==> config.mk <==
export PLATFORM = sky130hd
export DESIGN_NAME = ucsbece154_mem_arbiter
export DESIGN_NICKNAME = d
export VERILOG_FILES = /design/src/rtl/ucsbece154_mem_arb_pkg.sv /design/src/rtl/ucsbece154_rr_pick2.sv /design/src/rtl/ucsbece154_mem_arbiter.sv
export SDC_FILE = /design/constraint.sdc
export NUM_CORES = 1
export LEC_CHECK = 0
export ABC_AREA = 1
export CAP_MARGIN = 25
export CORE_ASPECT_RATIO = 0.75
export CORE_UTILIZATION = 32
export CTS_CLUSTER_DIAMETER = 100
export CTS_CLUSTER_SIZE = 16
export DETAILED_ROUTE_END_ITERATION = 7
export GPL_TIMING_DRIVEN = 0
export PLACE_DENSITY_LB_ADDON = 0.08
export SKIP_CTS_REPAIR_TIMING = 1
export SLEW_MARGIN = 20
export SYNTH_ARGS = -nofsm -noshare
export SYNTH_HDL_FRONTEND = slang
export SYNTH_HIERARCHICAL = 1
export SYNTH_SLANG_ARGS = --single-unit
==> constraint.sdc <==
create_clock -name clk -period 1.6 [get_ports clk]
set_clock_uncertainty 0.15 [all_clocks]
set_input_delay 0.16 -clock clk [delete_from_list [all_inputs] [get_ports clk]]
set_output_delay 0.16 -clock clk [all_outputs]
set_load 0.1 [all_outputs]
==> src/rtl/ucsbece154_mem_arb_pkg.sv <==
// Shared definitions for the two-requester refill arbiter: FSM encoding,
// requester indices and the block-offset width helper.
package ucsbece154_mem_arb_pkg;

  typedef enum logic [1:0] {
    IDLE  = 2'd0,
    ISSUE = 2'd1,
    WAIT  = 2'd2,
    XFER  = 2'd3
  } arb_state_t;

  localparam int REQ_ICACHE = 0;
  localparam int REQ_DCACHE = 1;
  localparam int NUM_REQ    = 2;

  // Byte-offset bits inside one block (block of 32-bit words).
  function automatic int blk_off_w(input int block_words);
    return $clog2(block_words * 4);
  endfunction

endpackage

==> src/rtl/ucsbece154_rr_pick2.sv <==
// Two-way round-robin picker: a lone requester always wins, on a tie the
// requester selected by ptr wins. Output is one-hot, zero when idle.
module ucsbece154_rr_pick2 (
  input  logic [1:0] req,
  input  logic       ptr,
  output logic [1:0] gnt
);

  // Pick the winner from the request vector and the fairness pointer.
  always_comb begin
    gnt = 2'b00;
    case (req)
      2'b01:   gnt = 2'b01;
      2'b10:   gnt = 2'b10;
      2'b11:   gnt = ptr ? 2'b10 : 2'b01;
      default: gnt = 2'b00;
    endcase
  end

endmodule

==> src/rtl/ucsbece154_mem_arbiter.sv <==
// Read arbiter between the I-cache (r0) and D-cache (r1) refill engines and
// the shared burst memory. One burst at a time, grant held for the whole
// burst, round-robin between bursts.
// Optional WAIT watchdog with sticky timeout_err port: MEM_ARB_TIMEOUT_EN.
module ucsbece154_mem_arbiter
  import ucsbece154_mem_arb_pkg::*;
#(
  parameter int BLOCK_WORDS    = 4,
  parameter int TIMEOUT_CYCLES = 64
) (
  input  logic        clk,
  input  logic        reset,
  input  logic        r0_ReadRequest,
  input  logic [31:0] r0_ReadAddress,
  output logic [31:0] r0_DataIn,
  output logic        r0_DataReady,
  output logic        r0_BurstDone,
  input  logic        r1_ReadRequest,
  input  logic [31:0] r1_ReadAddress,
  output logic [31:0] r1_DataIn,
  output logic        r1_DataReady,
  output logic        r1_BurstDone,
  output logic        mem_ReadRequest,
  output logic [31:0] mem_ReadAddress,
  input  logic [31:0] mem_DataIn,
  input  logic        mem_DataReady,
  output logic [1:0]  grant
`ifdef MEM_ARB_TIMEOUT_EN
  ,
  output logic        timeout_err
`endif
);

  localparam int          OFF_W      = blk_off_w(BLOCK_WORDS);
  localparam logic [31:0] ALIGN_MASK = ~((32'd1 << OFF_W) - 32'd1);
  localparam int          CNT_W      = (BLOCK_WORDS > 1) ? $clog2(BLOCK_WORDS) : 1;
  localparam logic [CNT_W-1:0] LAST_BEAT = CNT_W'(BLOCK_WORDS - 1);

  arb_state_t                    state;
  logic                          rr_ptr;
  logic [CNT_W-1:0]              beat_cnt;
  logic [NUM_REQ-1:0]            req;
  logic [NUM_REQ-1:0]            pick;
  logic [NUM_REQ-1:0][31:0]      req_addr;
  logic                          beat;
  logic                          last_beat;

  assign req      = {r1_ReadRequest, r0_ReadRequest};
  assign req_addr = {r1_ReadAddress, r0_ReadAddress};

  // Beats only count once the request has gone out; anything earlier is noise.
  assign beat      = mem_DataReady && (state == WAIT || state == XFER);
  assign last_beat = beat && (beat_cnt == LAST_BEAT);

  ucsbece154_rr_pick2 u_pick (
    .req (req),
    .ptr (rr_ptr),
    .gnt (pick)
  );

  assign r0_DataIn    = mem_DataIn;
  assign r1_DataIn    = mem_DataIn;
  assign r0_DataReady = beat      & grant[REQ_ICACHE];
  assign r1_DataReady = beat      & grant[REQ_DCACHE];
  assign r0_BurstDone = last_beat & grant[REQ_ICACHE];
  assign r1_BurstDone = last_beat & grant[REQ_DCACHE];

`ifdef MEM_ARB_TIMEOUT_EN
  localparam int TO_W = (TIMEOUT_CYCLES > 1) ? $clog2(TIMEOUT_CYCLES) : 1;
  localparam logic [TO_W-1:0] TO_LAST = TO_W'(TIMEOUT_CYCLES - 1);
  logic [TO_W-1:0] wait_cnt;
`endif

  // Arbitration / burst FSM; mem_ReadRequest is a registered one-cycle pulse
  // that is high exactly while the FSM sits in ISSUE.
  always_ff @(posedge clk) begin
    if (!reset) begin
      state           <= IDLE;
      grant           <= '0;
      mem_ReadRequest <= 1'b0;
      mem_ReadAddress <= '0;
      rr_ptr          <= 1'b0;
      beat_cnt        <= '0;
`ifdef MEM_ARB_TIMEOUT_EN
      wait_cnt        <= '0;
      timeout_err     <= 1'b0;
`endif
    end else begin
      mem_ReadRequest <= 1'b0;
      case (state)
        IDLE: begin
          if (|req) begin
            grant           <= pick;
            mem_ReadAddress <= req_addr[pick[REQ_DCACHE]] & ALIGN_MASK;
            mem_ReadRequest <= 1'b1;
            state           <= ISSUE;
          end
        end
        ISSUE: begin
          state <= WAIT;
`ifdef MEM_ARB_TIMEOUT_EN
          wait_cnt <= '0;
`endif
        end
        WAIT, XFER: begin
          if (beat) begin
            if (last_beat) begin
              state    <= IDLE;
              grant    <= '0;
              rr_ptr   <= ~grant[REQ_DCACHE];
              beat_cnt <= '0;
            end else begin
              state    <= XFER;
              beat_cnt <= beat_cnt + 1'b1;
            end
          end
`ifdef MEM_ARB_TIMEOUT_EN
          // Memory never answered: drop the burst, flag it, let the other side in.
          else if (state == WAIT) begin
            if (wait_cnt == TO_LAST) begin
              timeout_err <= 1'b1;
              state       <= IDLE;
              grant       <= '0;
              rr_ptr      <= ~grant[REQ_DCACHE];
            end else begin
              wait_cnt <= wait_cnt + 1'b1;
            end
          end
`endif
        end
        default: state <= IDLE;
      endcase
    end
  end

endmodule
### Word-level counts from Yosys, hierarchy flattened

Index checks and enable logic that the tools add are counted.
Widths: inputs -> output; s select.

| cells by class | value |
|---|---|
| $add $sub $neg | 1 |
| $lt $le $gt $ge | 1 |
| eq/ne operators | 10 |
| mux-type cells | 14 |
| bitwise gates (word level) | 5 |
| reduce and logical (&&, ||, !) cells | 13 |

Operator list:

| cell | number |
|---|---|
| $mux 32 | 2 |
| $mux 2 | 8 |
| $pmux 2 s3 | 2 |
| $eq 2x2->1 const B | 5 |
| $reduce_and 2->1 | 4 |
| $ne 2x2->1 const B | 3 |
| $and 1x1->1 | 4 |
| $eq 2x1->1 const B | 2 |
| $pmux 2 s2 | 1 |
| $reduce_and 4->1 | 1 |
| $reduce_or 2->1 | 2 |
| $reduce_and 3->1 | 1 |
| $add 2x1->2 const B | 1 |
| $logic_and 1x1->1 | 2 |
| $logic_not 2->1 | 1 |
| $lt 1x2->1 const B | 1 |
| $reduce_bool 2->1 | 1 |
| $logic_or 1x1->1 | 1 |
| $mux 1 | 1 |
| $not 1->1 | 1 |

| storage, ports and cells | value |
|---|---|
| register bits after elaboration | 36 |
| bits of input ports | 101 |
| word-level logic and storage cells | 50 |

### Logic depth before layout (Yosys ltp)

| logic depth | value |
|---|---|
| word-level depth | 7 |
| gate-level depth with buffers | 10 |

### Modules after synthesis

The synthesis kept the hierarchy.

Modules (own cells, without submodules):

| module | times used | cells each | area each (um^2) | sequential area each (um^2) |
|---|---|---|---|---|
| ucsbece154_mem_arbiter | 1 | 338 | 2332.2 | 720.7 |
| ucsbece154_rr_pick2 | 1 | 5 | 20.0 | 0.0 |

### Worst setup path after synthesis

Ideal clock, no wire load.

| timing | value |
|---|---|
| path kind | flip-flop to output port |
| start | register grant[1] |
| end | output port r1_BurstDone |
| arrival time | 2443 ps |
| required time | 1290 ps |
| setup slack | -1153 ps |
| cell stages (with the launch flop) | 3 |
| cells stage by stage | dfxtp_1 inv_1 nor2_1 |

| on the way | value |
|---|---|
| word-level cells in the longest chain between the ends | 1 |

Ends and longest elaborated chain:

| what | RTL line | source |
|---|---|---|
| start, declared | ucsbece154_mem_arbiter.sv:27 | `output logic [1:0] grant` |
| start signal, assigned | ucsbece154_mem_arbiter.sv:93 | `grant <= pick;` |
| $and 1x1->1 | ucsbece154_mem_arbiter.sv:66 | `assign r1_BurstDone = last_beat & grant[REQ_DCACHE];` |
| end, declared | ucsbece154_mem_arbiter.sv:22 | `output logic r1_BurstDone,` |

Every way passes these cells.

### Worst setup path after layout

| timing | value |
|---|---|
| start | register beat_cnt[0] |
| end | output port r0_BurstDone |

| on the way | value |
|---|---|
| word-level cells in the longest chain between the ends | 3 |

Ends and longest elaborated chain:

| what | RTL line | source |
|---|---|---|
| start, declared | ucsbece154_mem_arbiter.sv:41 | `logic [CNT_W-1:0] beat_cnt;` |
| start signal, assigned | ucsbece154_mem_arbiter.sv:114 | `beat_cnt <= beat_cnt + 1'b1;` |
| $eq 2x2->1 | ucsbece154_mem_arbiter.sv:53 | `assign last_beat = beat && (beat_cnt == LAST_BEAT);` |
| $logic_and 1x1->1 | ucsbece154_mem_arbiter.sv:53 |  |
| $and 1x1->1 | ucsbece154_mem_arbiter.sv:65 | `assign r0_BurstDone = last_beat & grant[REQ_ICACHE];` |
| end, declared | ucsbece154_mem_arbiter.sv:17 | `output logic r0_BurstDone,` |

Every way passes these cells.

==> summary.md <==
| Metric | Value |
|---|---|
| Crit path DAT | 1280 ps |
| Iter 0 DRT Violations | 36 |
| CTS sink cnt | 36 |
| Gr usage total | 0.174 |
| Mapped Cells | 343 |
| Worst hold path class | input port to flip-flop |
| Routability cong. | 0.739 |
| Fmax | 0.628 GHz |
| Final number of setup-violating endpoints | 0 |
| Hold path depth | 5 |
| #FFs+latches synth | 36 |
| First-pass GRT wire length | 10800 um |
| Power Dens Cells | 1010 mW/mm^2 |
| Root Driver | clkbuf_8 |
| Total wire length | 6980 um |
| Register area share after synthesis | 0.306 |
| Placed Cells | 603 |
| GRT met2 Usage | 0.309 |
| Share of cells above drive strength 1 | 0.277 |
| Worst-path maximum fanout | 9 |
| Port bufs | 159 |
| CP Cell Sequence | ha_4 > nand3_4 > nor2_4 > buf_12 |
| DR DRC count | 0 |
| # diodes | 0 |
| Area of the core | 0.00696 sq mm |
| Clock Tree Buf Depth | 2 |
| Most Crowded Layer GR | met2 |
| Area Growth Syn to Fin | 82.4% |
| Yosys warns | 6 |
| CTS Buf Count | 5 |
| RSZ-0062 raised after global routing | yes |
| Synth Cell Area | 0.00235 sq mm |
| Routing usage on met1 | 0.199 |
| Drt wl/cell | 11.4 um |
| Max Slew Vio Count | 0 |
| Worst slack, placed | -913 ps |
| Nets | 614 |
| Vias per Instance | 4.20 |
| Max stage delay on crit path | 370 ps |
| Number of vias in the routed layout | 2567 |
| DPL Wire Length | 5530 um |
| Largest net degree at the start of global routing | 12 |
| Initial antenna violation count | 0 |
| Hold Vio Cnt, Final | 0 |
| Critical path class | flip-flop to output pin |
| Maximum vdd ir drop | 0.000452 V |
| Drt pass-1 iters | 4 |
| Crit share post-route | 0.996 |
| Die extent in x | 101 um |
| Final Critical Period | 1590 ps |
| Clock transition at the registers of the reported paths | 70 ps |
| Post-DP Area | 0.00412 sq mm |
| # H-tree levels | 2 |
| Yosys cell types | 22 |
| CTS tree | built |
| Final Cell Area | 0.00429 sq mm |
| Final WS setup | 6.57 ps |
| IO Pins | 204 |
| Row Count | 26 |
| Leak | 2.56 nW |
| Antenna-violating nets left | 0 |
| Final std cells w/o fill | 611 |
| Initial Utilization | 0.338 |
| Mean area per synthesized cell | 6.86 sq um |
| CP Launch Type | flip-flop |
| Met3 global-route usage | 0.0716 |
| Vias in the first global route | 2473 |
| R2R depth | 9 |
| Slew HR | 0.337 |
| Remaining Overflow, GRT | 0 |
| Die H | 76.3 um |
| Slowest CP cell | dfxtp_4 |
| Worst Path Required | 1290 ps |
| Die area | 0.00770 sq mm |
| Clk_lat worst skew | 280 ps |
| Status | completed |
| Max Cap Viol | 0 |
| Critical path endpoint category | output pin |
| Actual slew at the worst max-slew pin | 994 ps |
-- Yosys cell counts --
cell type	count	share of area
o21ai_1	27	0.057
ha_1	1	0.0053
o211ai_1	1	0.0032
nand2_4	1	0.0048
buf_4	71	0.23
nor2_8	1	0.0085
a21oi_1	33	0.070
nand3_1	3	0.0064
nand2_2	1	0.0027
xor2_1	1	0.0037
buf_6	10	0.048
conb_1	1	0.0016
nor2_1	42	0.067
dfxtp_1	36	0.31
inv_1	10	0.016
inv_2	1	0.0016
o21ai_0	3	0.0064
clkbuf_1	2	0.0032
nand2_1	93	0.15
buf_2	3	0.0064
nand3_2	1	0.0043
clkbuf_2	1	0.0021
-- power by group --
group	switching (mW)	leakage, nW	internal (mW)
sequential	0.0621	0.301	1.02
clock	0.309	0.0552	0.462
combinational	1.87	2.20	0.632
-- cell families (layout without fill, tap and decap cells) --
kind of cell	count (synthesis)	count (layout)	synth area share
other	1	4	0.00159
and+or+nand+nor	142	142	0.242
DFF	36	36	0.306
AOI/OAI and AO/OA	64	64	0.137
buffers and inverters	98	265	0.304
xor gates and xnor gates	1	1	0.00372
adders and majority gates	1	1	0.00532
-- routing by layer --
metal,share of wire,up-vias
met5,0,-
met4,0.0063,0
met3,0.11,6
met2,0.47,107
met1,0.42,1110
li1,-,1344
-- final timing paths --
kind	startpoint	endpoint	slack, ps
min	r1_ReadRequest	state[0]$_SDFFE_PN0P_	260
min reg2reg	mem_ReadAddress[9]$_SDFFE_PN0P_	mem_ReadAddress[9]$_SDFFE_PN0P_	330
max reg2reg	rr_ptr$_SDFFE_PN0P_	mem_ReadAddress[18]$_SDFFE_PN0P_	200
max	beat_cnt[0]$_SDFFE_PN0P_	r0_BurstDone	7
-- registers in the layout, summed over array words and instances, names as in the netlist --
| signal | flops |
|---|---|
| beat_cnt | 2 |
| rr_ptr | 1 |
| grant | 2 |
| state | 2 |
| mem_ReadAddress | 28 |
| mem_ReadRequest | 1 |
-- layout make-up --
class                           instances  area, sq um
Clock inverter                          2         35.0
Fill cell                             651         2670
Clock buffer                            6         72.6
Multi-Input combinational cell        212          981
Timing Repair Buffer                  159         1630
Buffer                                 87          677
Tap cell                               98          123
Inverter                               11         41.3
Sequential cell                        36          733
-- layout by cell type, fill, tap and decap left out, types with 11 or more instances in the layout --
cell / count
nand2_1: 92
buf_4: 70
dlymetal6s2s_1: 65
clkdlybuf4s50_1: 59
nor2_1: 38
a21oi_1: 33
clkbuf_2: 32
dfxtp_1: 32
o21ai_1: 27
buf_6: 11
-- worst max-delay path: cells and delay by family (launching register included) --
family,cells,cell delay (ps)
flip-flops,1,370
AND/OR/NAND/NOR,2,310
buffers and inverters,1,180
adder cells (fa/ha/maj),1,150
-- metrics by stage --
| step | TNS [ps] | utilization | hold slack [ps] | power (mW) |
|---|---|---|---|---|
| after floorplan | 0 | - | 142 | 3.09 |
| after global placement | -15740 | 0.591 | 309 | 3.69 |
| after detailed placement | -16470 | 0.591 | 319 | 3.71 |
| after CTS | -23040 | 0.607 | 336 | 4.48 |
| after global routing | -170 | 0.616 | 298 | 4.54 |
| final | 0 | 0.616 | 260 | 4.35 |
Note: power is estimated with default switching activity, not from simulation.
